$ cat src/rtl/pc_pkg.sv
// Shared types and constants for the fetch-stage program-counter unit.
package pc_pkg;

   typedef enum logic [2:0] {
      PC_SEQ,
      PC_HOLD,
      PC_BRANCH,
      PC_CALL,
      PC_RET,
      PC_TAILCALL,
      PC_TRAP
   } pc_sel_e;

   localparam logic [15:0] DEFAULT_RESET_VEC = 16'h0000;
   localparam logic [15:0] DEFAULT_TRAP_VEC  = 16'hFFF0;

   // Bits needed to hold an entry count in the range 0..depth inclusive.
   function automatic int unsigned cnt_width(input int unsigned depth);
      return $clog2(depth + 1);
   endfunction

endpackage

$ cat src/rtl/pc_unit_ras_stack.sv
// Circular return-address stack: one push, pop or top-replace per cycle.
// A push while full overwrites the oldest entry.
module ras_stack
   import pc_pkg::*;
#(
   parameter int unsigned AW    = 16,
   parameter int unsigned DEPTH = 4
) (
   input  logic                        clk,
   input  logic                        reset,
   input  logic                        push,
   input  logic                        pop,
   input  logic                        replace,
   input  logic [AW-1:0]               data,
   output logic [AW-1:0]               top,
   output logic [cnt_width(DEPTH)-1:0] count,
   output logic                        empty,
   output logic                        full
);

   localparam int unsigned PW = $clog2(DEPTH);
   localparam int unsigned CW = cnt_width(DEPTH);

   logic [AW-1:0] mem [DEPTH];
   logic [PW-1:0] ptr;
   logic [PW-1:0] ptr_next;
   logic [PW-1:0] top_idx;
   logic [CW-1:0] count_next;

   // ptr names the next free slot; when full it also names the oldest entry.
   assign top_idx = ptr - PW'(1);
   assign top     = mem[top_idx];

   always_comb begin
      ptr_next   = ptr;
      count_next = count;
      if (push) begin
         ptr_next = ptr + PW'(1);
         if (count != CW'(DEPTH)) begin
            count_next = count + CW'(1);
         end
      end else if (pop && (count != '0)) begin
         ptr_next   = ptr - PW'(1);
         count_next = count - CW'(1);
      end
   end

   always_ff @(posedge clk) begin
      if (reset) begin
         ptr   <= '0;
         count <= '0;
         empty <= 1'b1;
         full  <= 1'b0;
      end else begin
         ptr   <= ptr_next;
         count <= count_next;
         empty <= (count_next == '0);
         full  <= (count_next == CW'(DEPTH));
      end
   end

   // Storage carries no reset; entries are only meaningful below count.
   always_ff @(posedge clk) begin
      if (!reset) begin
         if (push) begin
            mem[ptr] <= data;
         end else if (replace && (count != '0)) begin
            mem[top_idx] <= data;
         end
      end
   end

endmodule

$ cat src/rtl/pc_unit.sv
// Fetch-stage program counter: sequential advance, stall, branch, call/return
// via a return-address stack, and trap vectoring.
module pc_unit
   import pc_pkg::*;
#(
   parameter int unsigned    AW        = 16,
   parameter int unsigned    STEP      = 1,
   parameter logic [AW-1:0]  RESET_VEC = AW'(DEFAULT_RESET_VEC),
   parameter logic [AW-1:0]  TRAP_VEC  = AW'(DEFAULT_TRAP_VEC),
   parameter int unsigned    RAS_DEPTH = 4
) (
   input  logic                            clk,
   input  logic                            reset,
   input  logic                            stall,
   input  logic                            branch_taken,
   input  logic                            call,
   input  logic                            ret,
   input  logic                            trap,
   input  logic [AW-1:0]                   branch_target,
   output logic [AW-1:0]                   pc_out,
   output logic [AW-1:0]                   pc_plus_step,
   output logic [cnt_width(RAS_DEPTH)-1:0] ras_count,
   output logic                            ras_empty,
   output logic                            ras_full,
   output logic                            ret_underflow
);

   pc_sel_e       sel;
   logic [AW-1:0] pc_next;
   logic [AW-1:0] ras_top;
   logic          ras_push;
   logic          ras_pop;
   logic          ras_replace;
   logic          underflow_next;

   assign pc_plus_step = pc_out + AW'(STEP);

   // Redirect priority: trap, then call/ret, then branch, then stall.
   always_comb begin
      sel = PC_SEQ;
      if (trap) begin
         sel = PC_TRAP;
      end else if (call && ret) begin
         sel = ras_empty ? PC_CALL : PC_TAILCALL;
      end else if (call) begin
         sel = PC_CALL;
      end else if (ret) begin
         sel = PC_RET;
      end else if (branch_taken) begin
         sel = PC_BRANCH;
      end else if (stall) begin
         sel = PC_HOLD;
      end
   end

   always_comb begin
      pc_next        = pc_plus_step;
      ras_push       = 1'b0;
      ras_pop        = 1'b0;
      ras_replace    = 1'b0;
      underflow_next = 1'b0;
      unique case (sel)
         PC_SEQ:      pc_next = pc_plus_step;
         PC_HOLD:     pc_next = pc_out;
         PC_BRANCH:   pc_next = branch_target;
         PC_TRAP:     pc_next = TRAP_VEC;
         PC_CALL: begin
            pc_next  = branch_target;
            ras_push = 1'b1;
         end
         PC_TAILCALL: begin
            pc_next     = branch_target;
            ras_replace = 1'b1;
         end
         PC_RET: begin
            // An empty stack falls back to the supplied target and flags it.
            if (ras_empty) begin
               pc_next        = branch_target;
               underflow_next = 1'b1;
            end else begin
               pc_next = ras_top;
               ras_pop = 1'b1;
            end
         end
         default:     pc_next = pc_plus_step;
      endcase
   end

   always_ff @(posedge clk) begin
      if (reset) begin
         pc_out        <= RESET_VEC;
         ret_underflow <= 1'b0;
      end else begin
         pc_out        <= pc_next;
         ret_underflow <= underflow_next;
      end
   end

   ras_stack #(
      .AW    (AW),
      .DEPTH (RAS_DEPTH)
   ) u_ras (
      .clk     (clk),
      .reset   (reset),
      .push    (ras_push),
      .pop     (ras_pop),
      .replace (ras_replace),
      .data    (pc_plus_step),
      .top     (ras_top),
      .count   (ras_count),
      .empty   (ras_empty),
      .full    (ras_full)
   );

endmodule

$ cat config.mk
export PLATFORM = sky130hd
export DESIGN_NAME = pc_unit
export DESIGN_NICKNAME = d
export VERILOG_FILES = /design/src/rtl/pc_pkg.sv /design/src/rtl/pc_unit_ras_stack.sv /design/src/rtl/pc_unit.sv
export SDC_FILE = /design/constraint.sdc
export NUM_CORES = 1
export LEC_CHECK = 0
export BUFFER_PORTS_ARGS = -buffer_cell sky130_fd_sc_hd__buf_2
export CAP_MARGIN = 30
export CORE_MARGIN = 5
export CORE_UTILIZATION = 40
export DETAILED_ROUTE_END_ITERATION = 10
export GPL_TIMING_DRIVEN = 0
export PLACE_DENSITY_LB_ADDON = 0.3
export SYNTH_ARGS = -nofsm -noshare
export SYNTH_HDL_FRONTEND = slang
export SYNTH_SLANG_ARGS = --single-unit
$ cat constraint.sdc
create_clock -name clk -period 3.2 [get_ports clk]
set_input_delay 0.32 -clock clk [delete_from_list [all_inputs] [get_ports clk]]
set_output_delay 0.32 -clock clk [all_outputs]
set_load 0.005 [all_outputs]
==> results of run 1 <==
-- sequential cells by signal, indices dropped and copies added (netlist names) --
| signal | cells |
|---|---|
| ret_underflow | 1 |
| u_ras.mem | 64 |
| u_ras.count | 3 |
| u_ras.empty | 1 |
| u_ras.ptr | 2 |
| pc_out | 16 |
| u_ras.full | 1 |
-- per-stage QoR --
| step | cells | power, mW |
|---|---|---|
| 2_1_floorplan | 331 | 1.810 |
| 3_3_place_gp | 527 | 2.019 |
| 3_5_place_dp | 531 | 2.037 |
| 4_1_cts | 547 | 2.937 |
| 5_1_grt | 547 | 3.068 |
| 6_report | 547 | 2.924 |
-- placed cells by master (no fill, tap or decap), drive strengths merged, types with 3 or more instances in the layout --
| master | n |
|---|---|
| and2 | 4 |
| a21o | 5 |
| nor2 | 26 |
| mux4 | 16 |
| o21ai | 10 |
| xnor2 | 11 |
| inv | 9 |
| dfxtp | 24 |
| nor3b | 3 |
| nor2b | 5 |
| nor4 | 6 |
| xor2 | 7 |
| nand3 | 8 |
| nand2b | 5 |
| a2bb2oi | 4 |
| nand4 | 6 |
| a22oi | 6 |
| buf | 72 |
| nor3 | 6 |
| ha | 4 |
| edfxtp | 64 |
| a211oi | 10 |
| nand2 | 18 |
| mux2i | 9 |
| a21oi | 24 |
| clkbuf | 17 |
| bufinv | 3 |
| a311oi | 3 |
-- worst reg2reg max path: stages (launching register included) --
cell,delay [ns]
sky130_fd_sc_hd__dfxtp_1,0.32
sky130_fd_sc_hd__buf_4,0.25
sky130_fd_sc_hd__buf_4,0.27
sky130_fd_sc_hd__inv_1,0.12
sky130_fd_sc_hd__nor3_1,0.37
sky130_fd_sc_hd__mux2i_1,0.16
sky130_fd_sc_hd__nor2_2,0.49
sky130_fd_sc_hd__buf_6,0.24
-- area by class of cell --
class	instances	area (µm²)
fillers	885	5320
clock inverters	5	103.9
multi-input cells	221	1737
flip-flops and latches	88	2402
clock buffers	11	131.4
well taps	136	170.2
repair buffers	64	356.6
inverters	8	30.03
plain buffers	14	72.57
-- per-layer routing --
metal  global-route usage, %  part of all wire [%]  vias to the layer above
met5                       0                     0                        -
met4                   7.292                   2.5                        0
met3                   3.904                   6.1                       24
met2                   29.11                    49                      114
met1                   22.42                    42                     1534
li1                        -                     -                     1440
-- kinds of logic (layout without fill, tap and decap cells) --
family	after synthesis	in the layout	synth area share, %
AND/OR/NAND/NOR	95	95	12.32
flip-flops	88	88	56.84
AO/OA/AOI/OAI	78	78	12.58
multiplexers	26	26	10.92
buffers and inverters	22	102	2.427
XOR/XNOR	18	18	3.730
adder cells (fa/ha/maj)	4	4	1.184
-- worst paths after layout --
check	from	depth (start not counted)	slack (ns)	to
min reg2reg	pc_out[1]	2	0.56	pc_out[1]
max	pc_out[0]	5	0.52	pc_plus_step[14]
min	branch_target[5]	3	0.26	pc_out[5]
max reg2reg	u_ras.ptr[0]	7	0.69	u_ras.mem[1][10]
-- report_power, final --
part	internal (mW)	switching (mW)	total, mW
Sequential	1.31	0.0647	1.37
Combinational	0.278	0.362	0.640
Clock	0.521	0.390	0.911
==> summary.json, run 1 <==
{
  "sta": {
    "slew_viol_final": 0,
    "setup_tns_ns": 0,
    "finalSetupViolations": 0,
    "setup_ws_ns": 0.5193,
    "worst_slew_pin_slew_ns": 0.8745,
    "timing.hold.ws_ns": 0.2607,
    "max_freq_ghz": 0.3730,
    "grt_setup_unrepaired": "false",
    "report.final.hold_viol_count": 0,
    "final_period_minus_worst_setup_slack_ns": 2.681,
    "period_share_pct": 83.77,
    "max-slew-margin-rel_pct": 41.38,
    "fin_skew_ns": 0.01335
  },
  "cts": {
    "postCtsResizedCells": 0,
    "cts-buffers-inserted": 9,
    "clockRootBuffer": "sky130_fd_sc_hd__clkbuf_8",
    "cts_buffer_depth": 2,
    "htree_num_levels": 3,
    "cts_setup_buffers": 0,
    "cts_hold_buf": 0,
    "cts_tree": "built",
    "cts.clk_slew.worst_paths_ns": 0.08,
    "clock_latency_late_sink_ns": 0.36,
    "cts.sink_count": 88
  },
  "critical_path": {
    "slowest_cell_on_the_critical_path": "sky130_fd_sc_hd__xor2_1",
    "maximum_fanout_along_the_worst_path": 6,
    "critPathMaxStageDelay_ns": 0.48,
    "timing.critical_path.required_ns": 2.88,
    "path_buf_inv": 2,
    "critical_path.endpoint_type": "output port",
    "worst-endpoint-arrival_ns": 2.36,
    "category_of_the_critical_setup_timing_path": "flop to output port",
    "crit_family": "XOR/XNOR gates",
    "crit_path_cell_trace": "ha_1 -> inv_1 -> nor4_1 -> xor2_1 -> buf_2",
    "worst_setup_start_kind": "flop"
  },
  "final_layout": {
    "num-nets-final": 433,
    "antenna_cells_inserted": 0,
    "finalInstanceArea_um2": 5004,
    "area.growth.synth_to_final_pct": 18.38,
    "post_route_cells_drive_above_1_share_pct": 28.22,
    "final_util_pct": 48.47
  },
  "global_route": {
    "overflow": 0,
    "wire_length_of_the_first_global_routing_pass_um": 17360,
    "grt_usage_pct": 17.62,
    "grt_max_degree": 15,
    "grt_antenna_before_repair": 0,
    "first_global_vias": 3229
  },
  "logic_synthesis": {
    "ys.warnings.count": 0,
    "synth.top_cells.by_area": "sky130_fd_sc_hd__edfxtp_1 45%, sky130_fd_sc_hd__dfxtp_1 11%, sky130_fd_sc_hd__mux4_2 8.5%",
    "synth.most_common_cell": "sky130_fd_sc_hd__edfxtp_1",
    "netlist_top_cells_count": "64 x sky130_fd_sc_hd__edfxtp_1, 26 x sky130_fd_sc_hd__nor2_1, 24 x sky130_fd_sc_hd__a21oi_1, 24 x sky130_fd_sc_hd__dfxtp_1, 17 x sky130_fd_sc_hd__nand2_1",
    "synth.net_count": 358,
    "syn-cell-area_um2": 4227,
    "synth_edf_count": 64,
    "ys_ff_latch": 88,
    "post_synth_inst_count": 331,
    "synth_seq_area_share_pct": 56.84,
    "synth_async_sr_flop_share_pct": 0,
    "ys_types": 55,
    "synth_top_cell_by_area": "sky130_fd_sc_hd__edfxtp_1",
    "synthDominantCellAreaShare_pct": 45.47,
    "avgSynthCellArea_um2": 12.77,
    "ys_dominant_reg_cell": "sky130_fd_sc_hd__edfxtp_1"
  },
  "detailed_routing": {
    "drt_pass1_iterations": 5,
    "wirelength_um": 10960,
    "avgViaCountPerCell": 5.689,
    "drtAntennaViolNets": 0,
    "wl_per_cell_um": 20.04,
    "route.detailed.drc": 0,
    "drt-initial-drc-count": 205,
    "routed-via-count": 3112
  },
  "die": {
    "io_pins": 61,
    "die_area_um2": 12720,
    "rows": 37,
    "core_area_um2": 10320,
    "initial_core_util_pct": 40.94,
    "chipWidth_um": 112.8,
    "chipHeight_um": 112.8
  },
  "place": {
    "pre_cts_ws_ns": 0.5721,
    "buffer_ports.inserted": 60,
    "postPlaceCellArea_um2": 4768,
    "globalplace.congestion": 0.8962,
    "place.detailed.hpwl_um": 7999
  },
  "job": {
    "maxCapViolCount": 0
  },
  "min_path": {
    "tightest_hold_check_type": "primary input to flop"
  },
  "power_and_ir_drop": {
    "power_density_nw_per_um2": 584.4,
    "leakage_power_nw": 1.828,
    "vdd_drop_max_v": 0.0002036
  },
  "run_status": {
    "outcome": "finished clean"
  }
}
Note: power is estimated with default switching activity, not from simulation.
==> run 2: changes to the inputs <==
Settings changed: ABC_AREA set to 1.
Clock period 3.2 ns to 2.64 ns, I/O delays scaled along.
==> run 2 against run 1 <==
  * The flow now finishes with violations (setup timing)
  * Design area rose by 4.2%
  * Largest cell class unchanged
  * Power rose by 7.4%
  * Clock power rose by 16%
  * Non-clock buffer count did not move
  * Global-route usage rose by 0.98 points
  * Worst setup slack got worse by 0.58 ns
  * Synthesized cell count rose by 65%
  * Sequential cell count did not move
  * Via count rose by 23%
  * Sequential power rose by 15%
  * Critical path depth rose by 4
==> summary.json, run 2 <==
{
  "run_status": {
    "outcome": "finished with violations",
    "violations_in_the_final_reports": "setup timing"
  },
  "final_layout": {
    "top_register": "u_ras.mem",
    "layout.cells.most_common": "sky130_fd_sc_hd__nand2_1",
    "layout.cells.most_common_list": "178 x sky130_fd_sc_hd__nand2_1, 82 x sky130_fd_sc_hd__nor2_1, 68 x sky130_fd_sc_hd__buf_2",
    "final_util": {"value": 47.87, "unit": "%", "change": "-0.59 points"},
    "num-nets-final": {"value": 644, "change": "+49%"},
    "largest_reg_flops": {"value": 64, "change": "unchanged"},
    "area.growth.synth_to_final_pct": 16.99,
    "post_route_cells_drive_above_1_share": {"value": 17.85, "unit": "%", "change": "-10 points"},
    "layout.filler_cells": {"value": 989, "change": "+12%"},
    "antenna_cells_inserted": {"value": 0, "change": "unchanged"},
    "finalInstanceArea": {"value": 5213, "unit": "µm²", "change": "+4.2%"},
    "reg.largest.list": "u_ras.mem: 64 flops, pc_out: 16 flops, u_ras.count: 3 flops"
  },
  "power_and_ir_drop": {
    "power_density": {"value": 602.3, "unit": "nW/µm²", "change": "+3.1%"},
    "vdd_drop_max": {"value": 0.0002519, "unit": "V", "change": "+24%"},
    "p_sw_share": {"value": 28.22, "unit": "%", "change": "+0.30 points"},
    "power": {"value": 3.139, "unit": "mW", "change": "+7.4%"},
    "pwr-share-comb": {"value": 15.7, "unit": "%", "change": "-6.2 points"},
    "seq_power_share": {"value": 50.5, "unit": "%", "change": "+3.5 points"},
    "power.net_switching": {"value": 0.8859, "unit": "mW", "change": "+8.5%"},
    "power_frac_clock": {"value": 33.8, "unit": "%", "change": "+2.6 points"},
    "power_report.internal_total": {"value": 2.253, "unit": "mW", "change": "+6.9%"},
    "leakage_power": {"value": 2.301, "unit": "nW", "change": "+26%"}
  },
  "place": {
    "buffer_ports.inserted": {"value": 60, "change": "unchanged"},
    "pre_cts_ws": {"value": -0.09882, "unit": "ns", "change": "-0.6709 ns"},
    "place.detailed.hpwl": {"value": 8809, "unit": "µm", "change": "+10%"},
    "postPlaceCellArea": {"value": 4941, "unit": "µm²", "change": "+3.6%"},
    "globalplace.congestion": {"value": 0.8932, "change": "-0.33%"}
  },
  "logic_synthesis": {
    "post_synth_inst_count": {"value": 545, "change": "+65%"},
    "synth_seq_area_share": {"value": 53.92, "unit": "%", "change": "-2.9 points"},
    "synth.top_cells.by_area": "sky130_fd_sc_hd__edfxtp_1 43%, sky130_fd_sc_hd__nand2_1 15%, sky130_fd_sc_hd__dfxtp_1 11%",
    "synth_simple_gate_area_share": {"value": 28.45, "unit": "%", "change": "+16 points"},
    "avgSynthCellArea": {"value": 8.175, "unit": "µm²", "change": "-36%"},
    "ys_types": {"value": 29, "change": "-47%"},
    "yosys-mux-area-fraction": {"value": 0, "unit": "%", "change": "-11 points"},
    "complex_gate_fraction_of_the_synthesized_area": {"value": 8.958, "unit": "%", "change": "-3.6 points"},
    "synth.most_common_cell": "sky130_fd_sc_hd__nand2_1",
    "ys_dominant_reg_cell": "sky130_fd_sc_hd__edfxtp_1",
    "synth_top_family_by_area": "simple AND/OR/NAND/NOR gates",
    "yosys.area_share.adder": {"value": 1.123, "unit": "%", "change": "-0.061 points"},
    "syn-cell-area": {"value": 4456, "unit": "µm²", "change": "+5.4%"},
    "post_synth_xor_area_fraction": {"value": 2.359, "unit": "%", "change": "-1.4 points"},
    "synth_top_cell_by_area": "sky130_fd_sc_hd__edfxtp_1",
    "ys.warnings.count": {"value": 0, "change": "unchanged"},
    "synth.net_count": {"value": 572, "change": "+60%"},
    "ys_ff_latch": {"value": 88, "change": "unchanged"},
    "synth_edf_count": {"value": 64, "change": "unchanged"},
    "synthDominantCellAreaShare": {"value": 43.13, "unit": "%", "change": "-2.3 points"},
    "synth_async_sr_flop_share": {"value": 0, "unit": "%", "change": "unchanged"},
    "netlist_top_cells_count": "178 x sky130_fd_sc_hd__nand2_1, 86 x sky130_fd_sc_hd__nor2_1, 64 x sky130_fd_sc_hd__edfxtp_1, 45 x sky130_fd_sc_hd__o21ai_0, 35 x sky130_fd_sc_hd__inv_1"
  },
  "sta": {
    "setup_ws": {"value": -0.06552, "unit": "ns", "change": "-0.5848 ns"},
    "max-slew-margin-rel": {"value": 38.81, "unit": "%", "change": "-2.6 points"},
    "worst_slew_pin_slew": {"value": 0.9168, "unit": "ns", "change": "+0.04232 ns"},
    "period_share_pct": 102.5,
    "report.final.hold_viol_count": {"value": 0, "change": "unchanged"},
    "max_freq_ghz": 0.3696,
    "timing.hold.ws": {"value": 0.1780, "unit": "ns", "change": "-0.08266 ns"},
    "grt_setup_unrepaired": "true",
    "finalSetupViolations": {"value": 32, "change": "+32"},
    "slew_viol_final": {"value": 0, "change": "unchanged"},
    "fin_skew": {"value": 0.008769, "unit": "ns", "change": "-0.004578 ns"},
    "final_period_minus_worst_setup_slack_ns": 2.706
  },
  "critical_path": {
    "critical_path.endpoint_type": "flop",
    "r2r-start": "u_ras.count[0]",
    "crit_path_cell_trace": "inv_1 -> ha_1 -> inv_1 -> nor2_1 -> nor2_1 -> nand3_1 -> o21ai_1 -> nand3_1 -> nor2_2",
    "timing.rr.end": "u_ras.mem[0][15]",
    "slowest_cell_on_the_critical_path": "sky130_fd_sc_hd__nor2_2",
    "critical_path.endpoint": "u_ras.mem[0][15]",
    "reg2reg_setup_slack": {"value": -0.07, "unit": "ns", "change": "-0.76 ns"},
    "worstSetupStartpoint": "u_ras.count[0]",
    "crit_cells": {"value": 9, "change": "+4"},
    "timing.critical_path.required": {"value": 2.63, "unit": "ns", "change": "-0.25 ns"},
    "category_of_the_critical_setup_timing_path": "flop to flop",
    "maximum_fanout_along_the_worst_path": {"value": 16, "change": "+10"},
    "worst_setup_start_kind": "flop",
    "worst-endpoint-arrival": {"value": 2.70, "unit": "ns", "change": "+0.34 ns"},
    "crit_family": "simple AND/OR/NAND/NOR gates",
    "path_buf_inv": {"value": 2, "change": "unchanged"},
    "critPathMaxStageDelay": {"value": 0.73, "unit": "ns", "change": "+0.25 ns"},
    "rr_worst_depth": {"value": 9, "change": "+2"}
  },
  "cts": {
    "clock_latency_late_sink": {"value": 0.36, "unit": "ns", "change": "about the same"},
    "cts.clk_slew.worst_paths": {"value": 0.09, "unit": "ns", "change": "about the same"},
    "cts-buffers-inserted": {"value": 9, "change": "unchanged"},
    "cts_tree": "built",
    "clockRootBuffer": "sky130_fd_sc_hd__clkbuf_8",
    "cts.sink_count": {"value": 88, "change": "unchanged"},
    "htree_num_levels": {"value": 3, "change": "unchanged"},
    "cts_buffer_depth": {"value": 2, "change": "unchanged"}
  },
  "global_route": {
    "overflow": {"value": 0, "change": "unchanged"},
    "wire_length_of_the_first_global_routing_pass": {"value": 19110, "unit": "µm", "change": "+10%"},
    "grt_usage": {"value": 18.60, "unit": "%", "change": "+0.98 points"},
    "grt_antenna_before_repair": {"value": 0, "change": "unchanged"},
    "grt_max_degree": {"value": 17, "change": "+2"},
    "first_global_vias": {"value": 3631, "change": "+12%"}
  },
  "detailed_routing": {
    "wirelength": {"value": 12030, "unit": "µm", "change": "+9.7%"},
    "drtAntennaViolNets": {"value": 0, "change": "unchanged"},
    "drt-initial-drc-count": {"value": 289, "change": "+41%"},
    "routed-via-count": {"value": 3818, "change": "+23%"},
    "route.detailed.drc": {"value": 0, "change": "unchanged"},
    "wl_per_cell": {"value": 15.79, "unit": "µm", "change": "-21%"},
    "avgViaCountPerCell": {"value": 5.010, "change": "-12%"},
    "drt_pass1_iterations": {"value": 5, "change": "unchanged"}
  },
  "die": {
    "io_pins": {"value": 61, "change": "unchanged"},
    "chipWidth": {"value": 115.5, "unit": "µm", "change": "+2.4%"},
    "initial_core_util": {"value": 40.92, "unit": "%", "change": "about the same"},
    "core_area": {"value": 10890, "unit": "µm²", "change": "+5.5%"},
    "die_area": {"value": 13350, "unit": "µm²", "change": "+4.9%"},
    "chipHeight": {"value": 115.5, "unit": "µm", "change": "+2.4%"},
    "rows": {"value": 38, "change": "+2.7%"}
  },
  "min_path": {
    "tightest_hold_check_type": "primary input to flop"
  },
  "job": {
    "maxCapViolCount": {"value": 0, "change": "unchanged"}
  }
}
-- run 2: cell count changes after synthesis, moves of 7 or more --
cell	before	now
sky130_fd_sc_hd__nand2_1	17	178
sky130_fd_sc_hd__nor2_1	26	86
sky130_fd_sc_hd__o21ai_0	10	45
sky130_fd_sc_hd__inv_1	7	35
sky130_fd_sc_hd__nand3_1	8	25
sky130_fd_sc_hd__mux4_2	16	0
sky130_fd_sc_hd__a211oi_1	9	0
sky130_fd_sc_hd__a21oi_1	24	15
sky130_fd_sc_hd__mux2i_1	9	0
sky130_fd_sc_hd__xnor2_1	11	4
-- run 2: logic make-up (layout without fill, tap and decap cells) --
group | Yosys count | after routing
AND/OR/NAND/NOR | 311 | 311
AO/OA/AOI/OAI | 75 | 75
XOR/XNOR | 12 | 12
adder cells (fa/ha/maj) | 4 | 4
flip-flops | 88 | 88
buffers and inverters | 55 | 132
-- run 2: worst min path at each step --
stage           from             to  depth (start not counted)
2_1_floorplan  reset  ret_underflow                          1
3_3_place_gp   reset  ret_underflow                          2
3_5_place_dp   reset  ret_underflow                          2
4_1_cts        reset  ret_underflow                          2
5_1_grt        reset  ret_underflow                          2
6_report       reset  ret_underflow                          2
-- run 2: layout make-up --
class / instances / area (µm²) / area share (%)
flip-flops and latches: 88 / 2402 / 46.09
clock buffers: 9 / 123.9 / 2.376
plain buffers: 17 / 88.84 / 1.704
multi-input cells: 402 / 1857 / 35.62
inverters: 38 / 142.6 / 2.736
repair buffers: 61 / 320.3 / 6.145
well taps: 140 / 175.2 / 3.361
clock inverters: 7 / 102.6 / 1.968
-- run 2: timing repair --
item	CTS	global route
setup endpoints to repair	48	59
hold endpoints to repair	0	0
pin swaps	0	1
gates resized for setup	1	3
hold buffers	0	0
buffers inserted	0	1
-- run 2: power groups by stage --
stage,Sequential [mW],Combinational (mW),Clock (mW)
final,1.58,0.493,1.06
after global routing,1.59,0.558,1.13
after CTS,1.58,0.489,1.07
after detailed placement,1.62,0.485,0
after global placement,1.61,0.473,0
after floorplan,1.61,0.295,0
-- run 2: metrics by stage --
stage	std cells	setup TNS, ns
after floorplan	545	0
after global placement	745	-22.85
after detailed placement	745	-2.107
after CTS	761	-0.9913
after global routing	762	-7.973
final	762	-1.756
-- run 2: per-layer routing --
metal  wire [µm]  part of all wire, %  track usage [%]  up-vias
li1            -                    -                -     1915
met1        5464                   45            25.22     1765
met2        5830                   48            30.86      123
met3         581                  4.8            3.133       15
met4         156                  1.3            5.243        0
met5           0                    0                0        -
-- run 2: worst register-to-register path, delay by kind of cell (launching register included) --
kind                     cells  cell delay, ns
AND/OR/NAND/NOR              5            1.29
AO/OA/AOI/OAI                1            0.18
adder cells (fa/ha/maj)      1            0.23
buffers and inverters        2            0.20
flip-flops                   1            0.44
==> run 3: changes to the inputs <==
Settings changed: CORE_UTILIZATION 40 to 48.
==> run 3 against run 2 <==
  * The run now ends clean
  * Sequential cell count unchanged
  * Sequential share of layout area is 0.82 points higher
  * Combinational power about the same
  * Utilization grew 8.1 points
  * Wire length down 2.2%
  * Via count increased by 2.0%
  * Design area shrank 1.8%
  * Cell count is 3.8% lower
  * Global-route usage increased by 3.1 points
  * Critical path depth unchanged
  * Sequential power hardly changed
  * Largest cell class unchanged
  * Largest power group unchanged
==> summary.json, run 3 (synthesized netlist as in run 2, its figures left out) <==
{
  "run_status": {
    "outcome": "finished clean"
  },
  "critical_path": {
    "crit_cells": {"value": 9, "change": "unchanged"},
    "worst-endpoint-arrival": {"value": 2.60, "unit": "ns", "change": "-0.10 ns"},
    "slowest_cell_on_the_critical_path": "sky130_fd_sc_hd__nor2_2",
    "timing.critical_path.required": {"value": 2.63, "unit": "ns", "change": "about the same"},
    "crit_path_cell_trace": "inv_1 -> ha_1 -> inv_1 -> nor2_1 -> nor2_1 -> nand3_1 -> o21ai_1 -> nand3_1 -> nor2_2",
    "critical_path.endpoint_type": "flop",
    "path_buf_inv": {"value": 2, "change": "unchanged"},
    "maximum_fanout_along_the_worst_path": {"value": 16, "change": "unchanged"},
    "crit_family": "simple AND/OR/NAND/NOR gates",
    "category_of_the_critical_setup_timing_path": "flop to flop",
    "rr_worst_depth": {"value": 9, "change": "unchanged"},
    "worst_setup_start_kind": "flop",
    "critPathMaxStageDelay": {"value": 0.73, "unit": "ns", "change": "about the same"}
  },
  "cts": {
    "cts.clk_slew.worst_paths": {"value": 0.09, "unit": "ns", "change": "about the same"},
    "cts_buffer_depth": {"value": 2, "change": "unchanged"},
    "clock_latency_late_sink": {"value": 0.36, "unit": "ns", "change": "about the same"},
    "cts-buffers-inserted": {"value": 9, "change": "unchanged"},
    "htree_num_levels": {"value": 3, "change": "unchanged"},
    "cts_setup_buffers": {"value": 0, "change": "unchanged"},
    "cts_tree": "built",
    "clockRootBuffer": "sky130_fd_sc_hd__clkbuf_8",
    "cts.sink_count": {"value": 88, "change": "unchanged"}
  },
  "die": {
    "io_pins": {"value": 61, "change": "unchanged"},
    "die_area": {"value": 11310, "unit": "µm²", "change": "-15%"},
    "initial_core_util": {"value": 48.68, "unit": "%", "change": "+7.8 points"},
    "core_area": {"value": 9153, "unit": "µm²", "change": "-16%"},
    "chipHeight": {"value": 106.3, "unit": "µm", "change": "-8.0%"},
    "rows": {"value": 35, "change": "-7.9%"},
    "chipWidth": {"value": 106.3, "unit": "µm", "change": "-8.0%"}
  },
  "final_layout": {
    "layout.cells.most_common_list": "178 x sky130_fd_sc_hd__nand2_1, 83 x sky130_fd_sc_hd__nor2_1, 68 x sky130_fd_sc_hd__buf_2",
    "reg.largest.list": "u_ras.mem: 64 flops, pc_out: 16 flops, u_ras.count: 3 flops",
    "num-nets-final": {"value": 644, "change": "unchanged"},
    "area.growth.synth_to_final_pct": 14.94,
    "fin_cells": {"value": 733, "change": "-3.8%"},
    "top_register": "u_ras.mem",
    "layout.cells.most_common": "sky130_fd_sc_hd__nand2_1",
    "largest_reg_flops": {"value": 64, "change": "unchanged"},
    "antenna_cells_inserted": {"value": 0, "change": "unchanged"},
    "layout.filler_cells": {"value": 814, "change": "-18%"},
    "post_route_cells_drive_above_1_share": {"value": 17.68, "unit": "%", "change": "-0.16 points"}
  },
  "detailed_routing": {
    "drt_pass1_iterations": {"value": 6, "change": "+1"},
    "drtAntennaViolNets": {"value": 0, "change": "unchanged"},
    "drt-initial-drc-count": {"value": 273, "change": "-5.5%"},
    "routed-via-count": {"value": 3894, "change": "+2.0%"},
    "avgViaCountPerCell": {"value": 5.312, "change": "+6.0%"},
    "wirelength": {"value": 11770, "unit": "µm", "change": "-2.2%"},
    "wl_per_cell": {"value": 16.06, "unit": "µm", "change": "+1.7%"},
    "route.detailed.drc": {"value": 0, "change": "unchanged"}
  },
  "power_and_ir_drop": {
    "p_sw_share": {"value": 30.50, "unit": "%", "change": "+2.3 points"},
    "pwr-share-comb": {"value": 16.5, "unit": "%", "change": "+0.8 points"},
    "vdd_drop_max": {"value": 0.0002593, "unit": "V", "change": "+2.9%"},
    "seq_power_share": {"value": 53.2, "unit": "%", "change": "+2.7 points"},
    "power_density": {"value": 580.6, "unit": "nW/µm²", "change": "-3.6%"},
    "power.net_switching": {"value": 0.9070, "unit": "mW", "change": "+2.4%"},
    "power_report.internal_total": {"value": 2.067, "unit": "mW", "change": "-8.3%"},
    "power": {"value": 2.974, "unit": "mW", "change": "-5.3%"},
    "power_frac_clock": {"value": 30.2, "unit": "%", "change": "-3.6 points"},
    "leakage_power": {"value": 2.269, "unit": "nW", "change": "-1.4%"}
  },
  "sta": {
    "worst_slew_pin_slew": {"value": 0.9253, "unit": "ns", "change": "+0.008524 ns"},
    "grt_setup_unrepaired": "true",
    "final_period_minus_worst_setup_slack": {"value": 2.605, "unit": "ns", "change": "-0.1003 ns"},
    "period_share": {"value": 98.68, "unit": "%", "change": "-3.8 points"},
    "max-slew-margin-rel": {"value": 38.24, "unit": "%", "change": "-0.57 points"},
    "max_freq": {"value": 0.3839, "unit": "GHz", "change": "+3.9%"},
    "fin_skew": {"value": 0.009634, "unit": "ns", "change": "+0.0008656 ns"},
    "report.final.hold_viol_count": {"value": 0, "change": "unchanged"},
    "slew_viol_final": {"value": 0, "change": "unchanged"},
    "finalSetupViolations": {"value": 0, "change": "-100%"}
  },
  "place": {
    "buffer_ports.inserted": {"value": 60, "change": "unchanged"},
    "instance_count_after_placement_with_tap_cells_included": {"value": 717, "change": "-3.8%"},
    "place.detailed.hpwl": {"value": 8575, "unit": "µm", "change": "-2.7%"},
    "globalplace.congestion": {"value": 0.9162, "change": "+2.6%"}
  },
  "global_route": {
    "wire_length_of_the_first_global_routing_pass": {"value": 18960, "unit": "µm", "change": "-0.76%"},
    "grt_usage": {"value": 21.66, "unit": "%", "change": "+3.1 points"},
    "grt_antenna_before_repair": {"value": 0, "change": "unchanged"},
    "grt_max_degree": {"value": 18, "change": "+1"},
    "overflow": {"value": 0, "change": "unchanged"},
    "first_global_vias": {"value": 3757, "change": "+3.5%"}
  },
  "min_path": {
    "tightest_hold_check_type": "primary input to flop",
    "min_path_cells": {"value": 2, "change": "unchanged"}
  },
  "job": {
    "maxCapViolCount": {"value": 0, "change": "unchanged"}
  }
}
## run 3: changes by cell type in the layout (fill, tap and decap cells not counted), sizes merged
cell      previous run  this run
clkinvlp             0         3
bufinv               2         0
clkinv               2         1
## run 3: final timing paths
check                       from          endpoint  slack, ns
setup reg to reg  u_ras.count[0]  u_ras.mem[2][10]       0.03
hold reg to reg       pc_out[15]        pc_out[15]       0.60
setup / recovery  u_ras.count[0]  u_ras.mem[2][10]       0.03
hold / removal             reset     ret_underflow       0.19
## run 3: area by class of cell
type                            count  area, µm²  area share [%]
Multi-Input combinational cell    402       1854           36.21
Inverter                           38      142.6           2.785
Timing Repair Buffer               61      307.8           6.010
Clock inverter                      7      62.56           1.222
Sequential cell                    88       2402           46.91
Buffer                             17      88.84           1.735
Clock buffer                        9      123.9           2.419
Tap cell                          111      138.9           2.712
## run 3: repair_timing
item,4_1_cts,5_1_grt
endpoints found under the setup margin,0,61
resized for setup,0,4
hold buffers,0,0
## run 3: metal layers
metal | GRT usage [%] | wire length, µm | part of all wire [%]
met1 | 28.44 | 4996 | 42
met2 | 36.43 | 5644 | 48
met3 | 4.250 | 924 | 7.9
met4 | 6.198 | 203 | 1.7
met5 | 0 | 0 | 0
## run 3: through the flow
stage	setup TNS (ns)	setup WS [ns]	instance area [µm²]	hold slack, ns	utilization (%)
2_1_floorplan	0	0.2482	4456	0.3408	-
3_3_place_gp	-16.45	-0.2779	4895	0.5643	53.48
3_5_place_dp	0	0.04445	4910	0.5534	53.64
4_1_cts	0	0.03554	5096	0.1625	55.68
5_1_grt	-4.594	-0.1794	5121	0.1625	55.95
6_report	0	0.03481	5121	0.1853	55.95
## run 3: power groups by stage
stage	Clock [mW]	Combinational, mW	Sequential, mW
2_1_floorplan	0	0.295	1.61
3_3_place_gp	0	0.469	1.61
3_5_place_dp	0	0.482	1.61
4_1_cts	0.902	0.485	1.58
5_1_grt	0.969	0.553	1.59
6_report	0.899	0.492	1.58
